## src/rtl/rf_scoreboard_pkg.sv

```systemverilog
// Shared parameters and types for the register-file scoreboard slice.
package rf_scoreboard_pkg;

  localparam int unsigned NREG = 16;
  localparam int unsigned AW   = 4;
  localparam int unsigned DW   = 32;
  localparam int unsigned CW   = 2;

  localparam logic [CW-1:0] CNT_MAX = '1;

  typedef enum logic [1:0] {
    WB_NONE,
    WB_EXU,
    WB_LSU
  } wb_src_e;

  typedef struct packed {
    logic          valid;
    logic [AW-1:0] rd;
    logic [DW-1:0] data;
  } wb_req_t;

endpackage

```

## src/rtl/rf_wb_arbiter.sv

```systemverilog
// Fixed-priority (LSU over EXU) arbiter driving the register file's single
// write port combinationally; writebacks to x0 are accepted and dropped.
module rf_wb_arbiter
  import rf_scoreboard_pkg::*;
(
  input  logic          i_flush,
  input  wb_req_t       i_exu_req,
  input  wb_req_t       i_lsu_req,
  output logic          o_exu_ready,
  output logic          o_lsu_ready,
  output logic          o_rf_wen,
  output logic [AW-1:0] o_rf_waddr,
  output logic [DW-1:0] o_rf_wdata
);

  wb_src_e w_src;

  assign o_lsu_ready = !i_flush;
  assign o_exu_ready = !i_flush && !i_lsu_req.valid;

  always_comb begin
    w_src = WB_NONE;
    if (!i_flush && i_lsu_req.valid) begin
      w_src = WB_LSU;
    end else if (!i_flush && i_exu_req.valid) begin
      w_src = WB_EXU;
    end
  end

  always_comb begin
    o_rf_wen   = 1'b0;
    o_rf_waddr = '0;
    o_rf_wdata = '0;
    case (w_src)
      WB_LSU: begin
        o_rf_wen   = (i_lsu_req.rd != '0);
        o_rf_waddr = i_lsu_req.rd;
        o_rf_wdata = i_lsu_req.data;
      end
      WB_EXU: begin
        o_rf_wen   = (i_exu_req.rd != '0);
        o_rf_waddr = i_exu_req.rd;
        o_rf_wdata = i_exu_req.data;
      end
      default: ;
    endcase
  end

endmodule

```

## src/rtl/rf_scoreboard.sv

```systemverilog
// Per-register pending-write scoreboard with issue gating and writeback
// arbitration. Optional same-cycle bypass under `RF_SB_BYPASS_EN.
module rf_scoreboard
  import rf_scoreboard_pkg::*;
(
  input  logic          clock,
  input  logic          reset,
  input  logic          iss_valid,
  output logic          iss_ready,
  input  logic [AW-1:0] iss_rs1,
  input  logic [AW-1:0] iss_rs2,
  input  logic [AW-1:0] iss_rd,
  input  logic          iss_wen,
  input  logic          exu_wb_valid,
  output logic          exu_wb_ready,
  input  logic [AW-1:0] exu_wb_rd,
  input  logic [DW-1:0] exu_wb_data,
  input  logic          lsu_wb_valid,
  output logic          lsu_wb_ready,
  input  logic [AW-1:0] lsu_wb_rd,
  input  logic [DW-1:0] lsu_wb_data,
  input  logic          flush,
  output logic          rf_wen,
  output logic [AW-1:0] rf_waddr,
  output logic [DW-1:0] rf_wdata,
`ifdef RF_SB_BYPASS_EN
  output logic          byp1_hit,
  output logic          byp2_hit,
  output logic [DW-1:0] byp_data,
`endif
  output logic          sb_busy,
  output logic          sb_err
);

  logic [CW-1:0] r_cnt [1:NREG-1];
  logic          r_err;
  logic [CW-1:0] w_cnt [NREG];
  logic          w_clr1;
  logic          w_clr2;
  logic          w_fire;
  logic          w_busy;
  wb_req_t       w_exu_req;
  wb_req_t       w_lsu_req;

  assign w_exu_req = '{valid: exu_wb_valid, rd: exu_wb_rd, data: exu_wb_data};
  assign w_lsu_req = '{valid: lsu_wb_valid, rd: lsu_wb_rd, data: lsu_wb_data};

  rf_wb_arbiter u_arb (
    .i_flush     (flush),
    .i_exu_req   (w_exu_req),
    .i_lsu_req   (w_lsu_req),
    .o_exu_ready (exu_wb_ready),
    .o_lsu_ready (lsu_wb_ready),
    .o_rf_wen    (rf_wen),
    .o_rf_waddr  (rf_waddr),
    .o_rf_wdata  (rf_wdata)
  );

  // x0 reads as a permanently clear counter so hazard lookups need no guard.
  always_comb begin
    w_cnt[0] = '0;
    w_busy   = 1'b0;
    for (int unsigned i = 1; i < NREG; i++) begin
      w_cnt[i] = r_cnt[i];
      w_busy   = w_busy | (r_cnt[i] != '0);
    end
  end

`ifdef RF_SB_BYPASS_EN
  logic w_byp1;
  logic w_byp2;
  assign w_byp1   = (iss_rs1 != '0) && (w_cnt[iss_rs1] == CW'(1)) && rf_wen && (rf_waddr == iss_rs1);
  assign w_byp2   = (iss_rs2 != '0) && (w_cnt[iss_rs2] == CW'(1)) && rf_wen && (rf_waddr == iss_rs2);
  assign byp1_hit = w_byp1;
  assign byp2_hit = w_byp2;
  assign byp_data = rf_wdata;
  assign w_clr1   = (w_cnt[iss_rs1] == '0) || w_byp1;
  assign w_clr2   = (w_cnt[iss_rs2] == '0) || w_byp2;
`else
  assign w_clr1   = (w_cnt[iss_rs1] == '0);
  assign w_clr2   = (w_cnt[iss_rs2] == '0);
`endif

  assign iss_ready = !flush && w_clr1 && w_clr2 &&
                     !(iss_wen && (iss_rd != '0) && (w_cnt[iss_rd] == CNT_MAX));
  assign w_fire    = iss_valid && iss_ready && iss_wen && (iss_rd != '0);
  assign sb_busy   = w_busy;
  assign sb_err    = r_err;

  always_ff @(posedge clock or negedge reset) begin
    if (!reset) begin
      for (int unsigned i = 1; i < NREG; i++) begin
        r_cnt[i] <= '0;
      end
      r_err <= 1'b0;
    end else begin
      for (int unsigned i = 1; i < NREG; i++) begin
        if (flush) begin
          r_cnt[i] <= '0;
        end else if (w_fire && (iss_rd == AW'(i)) && !(rf_wen && (rf_waddr == AW'(i)))) begin
          r_cnt[i] <= r_cnt[i] + CW'(1);
        end else if (rf_wen && (rf_waddr == AW'(i)) && !(w_fire && (iss_rd == AW'(i))) &&
                     (r_cnt[i] != '0)) begin
          r_cnt[i] <= r_cnt[i] - CW'(1);
        end
      end
      if (rf_wen && (w_cnt[rf_waddr] == '0)) begin
        r_err <= 1'b1;
      end
    end
  end

endmodule

```

## config.mk

```make
export PLATFORM = sky130hd
export DESIGN_NAME = rf_scoreboard
export DESIGN_NICKNAME = d
export VERILOG_FILES = /design/src/rtl/rf_scoreboard_pkg.sv /design/src/rtl/rf_wb_arbiter.sv /design/src/rtl/rf_scoreboard.sv
export SDC_FILE = /design/constraint.sdc
export NUM_CORES = 1
export LEC_CHECK = 0
export ABC_CLOCK_PERIOD_IN_PS = 3500
export BUFFER_PORTS_ARGS = -buffer_cell sky130_fd_sc_hd__buf_2
export CAP_MARGIN = 20
export CORE_MARGIN = 2
export CORE_UTILIZATION = 40
export DETAILED_ROUTE_END_ITERATION = 12
export PLACE_DENSITY = 0.77
export SLEW_MARGIN = 20
export SYNTH_ARGS = -nofsm -noshare
export SYNTH_HDL_FRONTEND = slang
export SYNTH_SLANG_ARGS = --single-unit
```

## constraint.sdc

```tcl
create_clock -name clock -period 3.5 [get_ports clock]
set_input_delay 0.7 -clock clock [delete_from_list [all_inputs] [get_ports clock]]
set_output_delay 0.7 -clock clock [all_outputs]
set_load 0.01 [all_outputs]
```

Word level (Yosys, flattened, before mapping)

Cells that the tools add are included.

Output and inout bits: 42
Input port bits: 91
Bits in registers: 31

Eq/ne operators: 33
$lt $le $gt $ge: 4
Reduce and logical (&&, ||, !) cells: 156
$add $sub $neg: 30
Multiplexer cells: 62
Bitwise logic cells: 18

Operator list:

| kind                                              | count |
|---|---|
| 2-to-1 mux 2 bit                                  | 54 |
| logical AND 1 bit                                 | 87 |
| == test 4 bit (second input constant)             | 16 |
| one-hot mux 32 bit (2 select lines)               | 1 |
| nonzero test 3 bit                                | 15 |
| zero test 1 bit                                   | 33 |
| binary-select mux 2 bit (select 4 bit)            | 4 |
| == test 4 x 3 -> 1 bit (second input constant)    | 8 |
| adder 2 x 1 -> 2 bit (second input constant)      | 15 |
| nonzero test 2 bit                                | 15 |
| subtractor 2 x 1 -> 2 bit (second input constant) | 15 |
| >= comparator 5 bit (second input constant)       | 4 |
| inverter 4 -> 5 bit                               | 4 |
| == test 4 x 2 -> 1 bit (second input constant)    | 4 |
| bitwise OR 1 bit                                  | 14 |
| nonzero test 4 bit                                | 3 |
| == test 4 x 1 -> 1 bit (second input constant)    | 2 |
| one-hot mux 4 bit (2 select lines)                | 1 |
| zero test 2 bit                                   | 3 |
| == test 2 bit (second input constant)             | 2 |
| == test 2 x 1 -> 1 bit (second input constant)    | 1 |
| one-hot mux 1 bit (2 select lines)                | 1 |
| 2-to-1 mux 1 bit                                  | 1 |

Depth between registers and ports, before layout

Gate-level depths: netlist (run 1).

Word-level depth: 18
Depth in mapped cells: 11
Mapped depth without buffers: 8

By module

From an unflattened synthesis (run 1), not the netlist that was laid out.

Cells, all modules: 382
Area, all modules: 3171.8 sq um

By module, submodules not included:

| module        | times used | cells an instance | area an instance (sq um) | seq. area each (sq um) |
|---|---|---|---|---|
| rf_scoreboard | 1          | 332               | 2727.6                   | 775.7 |
| rf_wb_arbiter | 1          | 50                | 444.2                    | 0.0 |

Least setup slack after synthesis (run 1)

No wires, ideal clock.

Path type: input port to output port
Start point: in iss_rd[0]
End point: out iss_ready
Required time: 2800 ps
Arrival: 2217 ps
Setup slack: 583 ps
Stages on the path: 6
Cells stage by stage: buf_6 mux4_2 or3_1 o211a_2 nor3_2 buf_2

Word-level cells in the longest chain between the ends: 8
Elaborated cells on any way between the ends: 10

Ends and longest elaborated chain:

| element                                              | line                | source |
|---|---|---|
| start, declared                                      | rf_scoreboard.sv:12 | `input logic [AW-1:0] iss_rd,` |
| inverter 4 -> 5 bit (implied by the code)            | rf_scoreboard.sv:85 | `!(iss_wen && (iss_rd != '0) && (w_cnt[iss_rd] == CNT_MAX));` |
| binary-select mux 2 bit (select 4 bit)               | rf_scoreboard.sv:85 |  |
| 2-to-1 mux 2 bit (implied by the code) (2 in series) | rf_scoreboard.sv:85 |  |
| == test 2 bit                                        | rf_scoreboard.sv:85 |  |
| logical AND 1 bit *                                  | rf_scoreboard.sv:85 |  |
| zero test 1 bit *                                    | rf_scoreboard.sv:85 |  |
| logical AND 1 bit *                                  | rf_scoreboard.sv:84 | `assign iss_ready = !flush && w_clr1 && w_clr2 &&` |
| end, declared                                        | rf_scoreboard.sv:9  | `output logic iss_ready,` |

Every way passes the cells marked *; elsewhere a longest branch is shown, timed or not. The select of a mux whose other input is x is not followed.

Final worst setup path (run 1)

Ends and elaborated chain as after synthesis.

==> flow_summary.json, run 1 <==
{
  "leakage_nw": 1.914,
  "ir_drop_mv": 0.2053,
  "max_clock_freq_mhz": 308.9,
  "hp-start": "sb_err$_DFFE_PN0P_",
  "worstHoldPathType": "register to register",
  "met3_usage_pct": 3.829,
  "routed-via-count": 4162,
  "synthToLayoutAreaGrowth_pct": 25.32,
  "worstMarginPinSlew_ps": 756.5,
  "final_cell_mix": "buf_2, nor2_1, nand2_1",
  "grt-busiest-layer": "met2",
  "required_ps": 2800,
  "reg2reg_from": "r_cnt[8]$_DFFE_PN0P_",
  "cts_tree": "yes",
  "drc": 0,
  "antenna_found_initial": 0,
  "outcome": "complete, no violations",
  "cts-buffers-inserted": 5,
  "crit_fanout": 14,
  "crit_type": "primary input to primary output",
  "max_cap_viol_count": 0,
  "synthFlopType": "dfrtp_1",
  "ys_ff_latch": 31,
  "crit_path_end_kind": "primary output",
  "final_common_cell": "buf_2",
  "die_w_um": 96.66,
  "drtAntennaViolNets": 0,
  "place_hpwl_mm": 9.727,
  "fin_setup_tns_ps": 0,
  "relSlewSlack_pct": 49.57,
  "report.final.hold_viol_count": 0,
  "dieArea_mm2": 0.009343,
  "slew_viol_final": 0,
  "num-fill-cells": 785,
  "avgSynthCellArea_um2": 8.006,
  "post_cts_resized": 0,
  "ys_warn_count": 0,
  "place_area_mm2": 0.004172,
  "power.density_mw_per_mm2": 253.8,
  "met2_usage_pct": 42.25,
  "async_flop_share_pct": 100.0,
  "path_clk_slew_ps": 70,
  "initial_core_util_pct": 41.59,
  "clkSinkCount": 31,
  "clk_latency_ps": 290,
  "n_antenna_cell": 0,
  "grt_max_degree": 33,
  "synth_edf_count": 0,
  "crit_arrival_ps": 2540,
  "grt_pass1_vias": 4000,
  "layout-drive-gt1-share_pct": 34.06,
  "ios": 133,
  "die-height_um": 96.66,
  "stdcell_area_mm2": 0.004304,
  "row_count": 33,
  "globalRouteOverflowTotal": 0,
  "rsz0062_at_grt": "false",
  "core_area_mm2": 0.008258,
  "cp-startpoint": "iss_rd[0]",
  "grtUsageMet1_pct": 35.97,
  "dr.pass1.iters": 5,
  "synthCells": 429,
  "start_kind": "primary input",
  "skew_ps": 4.709,
  "dr.first_iter.drc_count": 545,
  "p_total_mw": 1.092,
  "vias_per_cell": 6.364,
  "yosysSeqAreaShare_pct": 22.59,
  "synth_area_mm2": 0.003435,
  "fin_crit_ps": 3237,
  "port_buffers": 132,
  "drt_wl_total_mm": 12.57,
  "cts_hold_buf": 0,
  "reg2reg_slack_ps": 650,
  "grt_pass1_wl_mm": 20.29,
  "finalSetupViolCount": 0,
  "place_congestion": 0.9272,
  "ctsRootBufferMaster": "clkbuf_8",
  "wl_per_cell_um": 19.22,
  "synthDistinctLibCells": 66,
  "h-tree-depth": 2,
  "postCtsSetupBuffers": 0,
  "clk_path_buf_depth": 2,
  "nets": 639,
  "grt_usage_pct": 26.08,
  "synth_nets": 520,
  "finalCritPeriodShare_pct": 92.50
}
-- registers in the layout, summed over array words and instances (netlist names) --
signal / flops
r_cnt: 30
sb_err: 1
-- Yosys cell counts, drive strengths merged (5+ instances only) --
| cell | instances | area share [%] |
|---|---|---|
| a211oi | 6 | 1.3 |
| inv | 12 | 1.3 |
| nor2 | 48 | 5.2 |
| nand2b | 7 | 1.3 |
| nand2 | 37 | 4.0 |
| nor2b | 10 | 1.8 |
| mux2 | 8 | 2.7 |
| and2 | 5 | 0.91 |
| nor4 | 13 | 4.2 |
| nor3 | 12 | 1.9 |
| buf | 14 | 2.7 |
| nand3b | 5 | 1.1 |
| dfrtp | 31 | 23 |
| mux4 | 9 | 5.9 |
| a21oi | 32 | 4.7 |
| nand4 | 20 | 3.6 |
| nand3 | 11 | 1.6 |
| a22o | 34 | 8.7 |
| a21o | 5 | 1.1 |
| o21ai | 14 | 2.0 |
| clkbuf | 20 | 2.2 |
| a311oi | 7 | 1.8 |
-- worst paths after layout --
path,endpoint,cells past startpoint
hold reg to reg,sb_err$_DFFE_PN0P_,1
hold / removal,sb_err$_DFFE_PN0P_,1
setup reg to reg,r_cnt[20]$_DFFE_PN0P_,8
min in group asynchronous,r_cnt[11]$_DFFE_PN0P_,1
setup / recovery,iss_ready,7
max in group asynchronous,r_cnt[27]$_DFFE_PN0P_,1
-- worst max-delay path: stages --
cell	delay [ps]
buf_2	290
and2b_1	390
a221oi_2	120
nor4_1	290
o211a_2	480
nor3_2	90
buf_2	170
-- final cells by class --
type                    count  area [um^2]  share of cell area (%)
repair buffers            146        765.7                   17.79
clock buffers               6        72.57                   1.686
well taps                 105        131.4                   3.052
inverters                  12        45.04                   1.047
multi-input cells         352         2454                   57.01
clock inverters             2        60.06                   1.395
flip-flops and latches     31        775.7                   18.02
-- logic make-up after synthesis --
kind of cell | count (synthesis) | synth area share, %
AOI/OAI and AO/OA | 133 | 28.71
buffers and inverters | 46 | 6.229
DFF | 31 | 22.59
muxes | 20 | 9.508
xor gates and xnor gates | 5 | 1.275
and+or+nand+nor | 194 | 31.69
-- stage by stage --
stage | cells | hold slack, ps | worst slack, ps | util, %
after global placement | 646 | 436.3 | 316.6 | 50.52
after CTS | 654 | 468.9 | 267.5 | 52.12
final | 654 | 461.1 | 262.6 | 52.12
after detailed placement | 646 | 449.6 | 227.3 | 50.52
after global routing | 654 | 493.0 | 92.79 | 52.12
after floorplan | 429 | 404.4 | 582.9 | -
-- per-layer routing --
layer	up-vias	wire length (um)
li1	1896	-
met1	1994	5122
met2	235	6082
met3	37	1041
met4	0	320
met5	-	0
-- power by group --
| group | internal, mW | switching (mW) | leakage (nW) |
|---|---|---|---|
| Sequential | 0.359 | 0.00252 | 0.428 |
| Clock | 0.285 | 0.149 | 0.0654 |
| Combinational | 0.120 | 0.176 | 1.42 |
No activity file was read; power rests on OpenSTA's default activity.
==> inputs of run 2 (changes only) <==
--- a/config.mk
+++ b/config.mk
@@ -12,6 +12,7 @@
 export CORE_UTILIZATION = 40
 export DETAILED_ROUTE_END_ITERATION = 12
 export PLACE_DENSITY = 0.77
+export REMOVE_ABC_BUFFERS = 1
 export SLEW_MARGIN = 20
 export SYNTH_ARGS = -nofsm -noshare
 export SYNTH_HDL_FRONTEND = slang
==> flow_summary.json, run 2 (synthesis results as in run 1) <==
{
  "report.final.hold_viol_count": 0,
  "reg2reg_depth": 8,
  "slew_viol_final": 0,
  "row_count": 33,
  "ctsRootBufferMaster": "clkbuf_8",
  "fin_setup_tns_ps": 0,
  "pre_cts_slack_ps": 189.4,
  "p_total_uw": 945.7,
  "initial_core_util_pct": 41.59,
  "sequentialPowerShare_pct": 38.2,
  "postCtsSetupBuffers": 0,
  "cp_common_cell": "buf_2",
  "h-tree-depth": 2,
  "fin_cells": 655,
  "ir_drop_mv": 0.2202,
  "vias_per_cell": 6.403,
  "outcome": "complete, no violations",
  "relSlewSlack_pct": 25.12,
  "core_area_mm2": 0.008258,
  "globalRouteOverflowTotal": 0,
  "final_common_cell": "buf_2",
  "routed-via-count": 4194,
  "hp-start": "sb_err$_DFFE_PN0P_",
  "clkSinkCount": 31,
  "reg2reg_from": "r_cnt[26]$_DFFE_PN0P_",
  "cts-buffers-inserted": 5,
  "grt_max_degree": 34,
  "reg2reg_slack_ps": 470,
  "cp.depth": 7,
  "finalWorstSetupSlack_ps": 205.6,
  "place_hpwl_mm": 10.04,
  "p_sw_share_pct": 34.57,
  "dieArea_mm2": 0.009343,
  "required_ps": 2800,
  "start_kind": "primary input",
  "finalCritPeriodShare_pct": 94.13,
  "die_w_um": 96.66,
  "power.density_mw_per_mm2": 222.0,
  "nets": 639,
  "drtAntennaViolNets": 0,
  "largest_reg_flops": 30,
  "clkPwrFrac_pct": 30.1,
  "crit_type": "primary input to primary output",
  "ios": 133,
  "num-fill-cells": 803,
  "path_delay_family": "compound AO/OA/AOI/OAI gates",
  "cp_slowest_stage_delay_ps": 430,
  "max_clock_freq_mhz": 303.5,
  "final_util_pct": 51.58,
  "antenna_found_initial": 1,
  "dr.first_iter.drc_count": 525,
  "grt_pass1_vias": 4024,
  "whs_endpoint": "sb_err$_DFFE_PN0P_",
  "cellInternalPower_uw": 618.8,
  "layout-drive-gt1-share_pct": 34.06,
  "combPwrFrac_pct": 31.6,
  "port_buffers": 132,
  "worstMarginPinSlew_ps": 1121,
  "crit_arrival_ps": 2590,
  "place_congestion": 0.9536,
  "synthToLayoutAreaGrowth_pct": 24.01,
  "fin_crit_ps": 3294,
  "die-height_um": 96.66,
  "skew_ps": 6.985,
  "drt_wl_total_mm": 13.13,
  "crit_fanout": 19,
  "dr.pass1.iters": 6,
  "crit_path_end_kind": "primary output",
  "grt_usage_pct": 27.39,
  "grt_pass1_wl_mm": 21.17,
  "cts_hold_buf": 0,
  "regMostFlops": "r_cnt",
  "critPathBufInv": 2,
  "post-place-cells": 646,
  "worstHoldPathType": "register to register",
  "max_cap_viol_count": 0,
  "wl_per_cell_um": 20.04,
  "final_cell_mix": "buf_2, nor2_1, nand2_1",
  "drc": 0,
  "slowest_stage": "and2b_1",
  "crit_chain": "buf_2 > and2b_1 > nand2_1 > a311oi_1 > o211a_2 > nor3_2 > buf_2",
  "rsz0062_at_grt": "false",
  "path_clk_slew_ps": 70,
  "post_cts_resized": 0,
  "hold_depth": 1,
  "timing.rr.end": "r_cnt[20]$_DFFE_PN0P_",
  "power.switching_uw": 326.9,
  "finalSetupViolCount": 0,
  "clk_latency_ps": 290,
  "clk_path_buf_depth": 2,
  "cts_tree": "yes",
  "leakage_nw": 1.889
}
-- run 2: changes by cell type in the layout (fill, tap and decap cells not counted), sizes merged --
cell      delta
clkinv       +1
diode        +1
bufinv       -2
clkinvlp     +1
-- run 2: layout make-up --
cell class	count	area, um^2	share of cell area, %
Multi-Input combinational cell	352	2454	57.61
Tap cell	105	131.4	3.085
Clock buffer	6	72.57	1.704
Inverter	12	45.04	1.058
Antenna cell	1	2.502	0.05875
Timing Repair Buffer	146	765.7	17.98
Sequential cell	31	775.7	18.21
Clock inverter	2	12.51	0.2938
-- run 2: metal layers --
metal | vias to the layer above | routed length [um] | global-route usage (%)
li1 | 1900 | - | -
met1 | 2019 | 5716 | 40.28
met2 | 241 | 5897 | 40.97
met3 | 34 | 1247 | 5.636
met4 | 0 | 264 | 7.151
met5 | - | 0 | 0
-- run 2: how the worst max path moves through the flow --
stage	from	end	slack (ps)
after global placement	iss_rd[0]	r_cnt[16]$_DFFE_PN0P_	290
final	iss_rd[0]	iss_ready	210
after floorplan	lsu_wb_valid	r_cnt[6]$_DFFE_PN0P_	170
after detailed placement	iss_rd[0]	r_cnt[16]$_DFFE_PN0P_	190
after global routing	iss_rd[0]	iss_ready	80
after CTS	iss_rs2[1]	iss_ready	260
-- run 2: per-stage QoR --
stage | hold WS (ps) | instance area [um^2]
global placement | 437.0 | 4172
global route | 477.3 | 4259
floorplan | 404.4 | 3266
finish | 468.9 | 4259
CTS | 470.3 | 4257
detailed placement | 456.7 | 4172
-- run 2: power by group through the flow --
stage	combinational (mW)	clock, mW	sequential [mW]
floorplan	0.136	0	0.368
global placement	0.288	0	0.368
detailed placement	0.293	0	0.368
CTS	0.294	0.285	0.362
global route	0.323	0.299	0.362
finish	0.299	0.285	0.362
-- run 2: worst reg2reg max path: stages, from the launching register on --
cell	delay (ps)
dfrtp_1	440
nor2_1	460
o22ai_1	140
a211oi_1	320
o311ai_2	370
buf_4	310
nor4_4	450
a21oi_1	130
a311oi_1	300
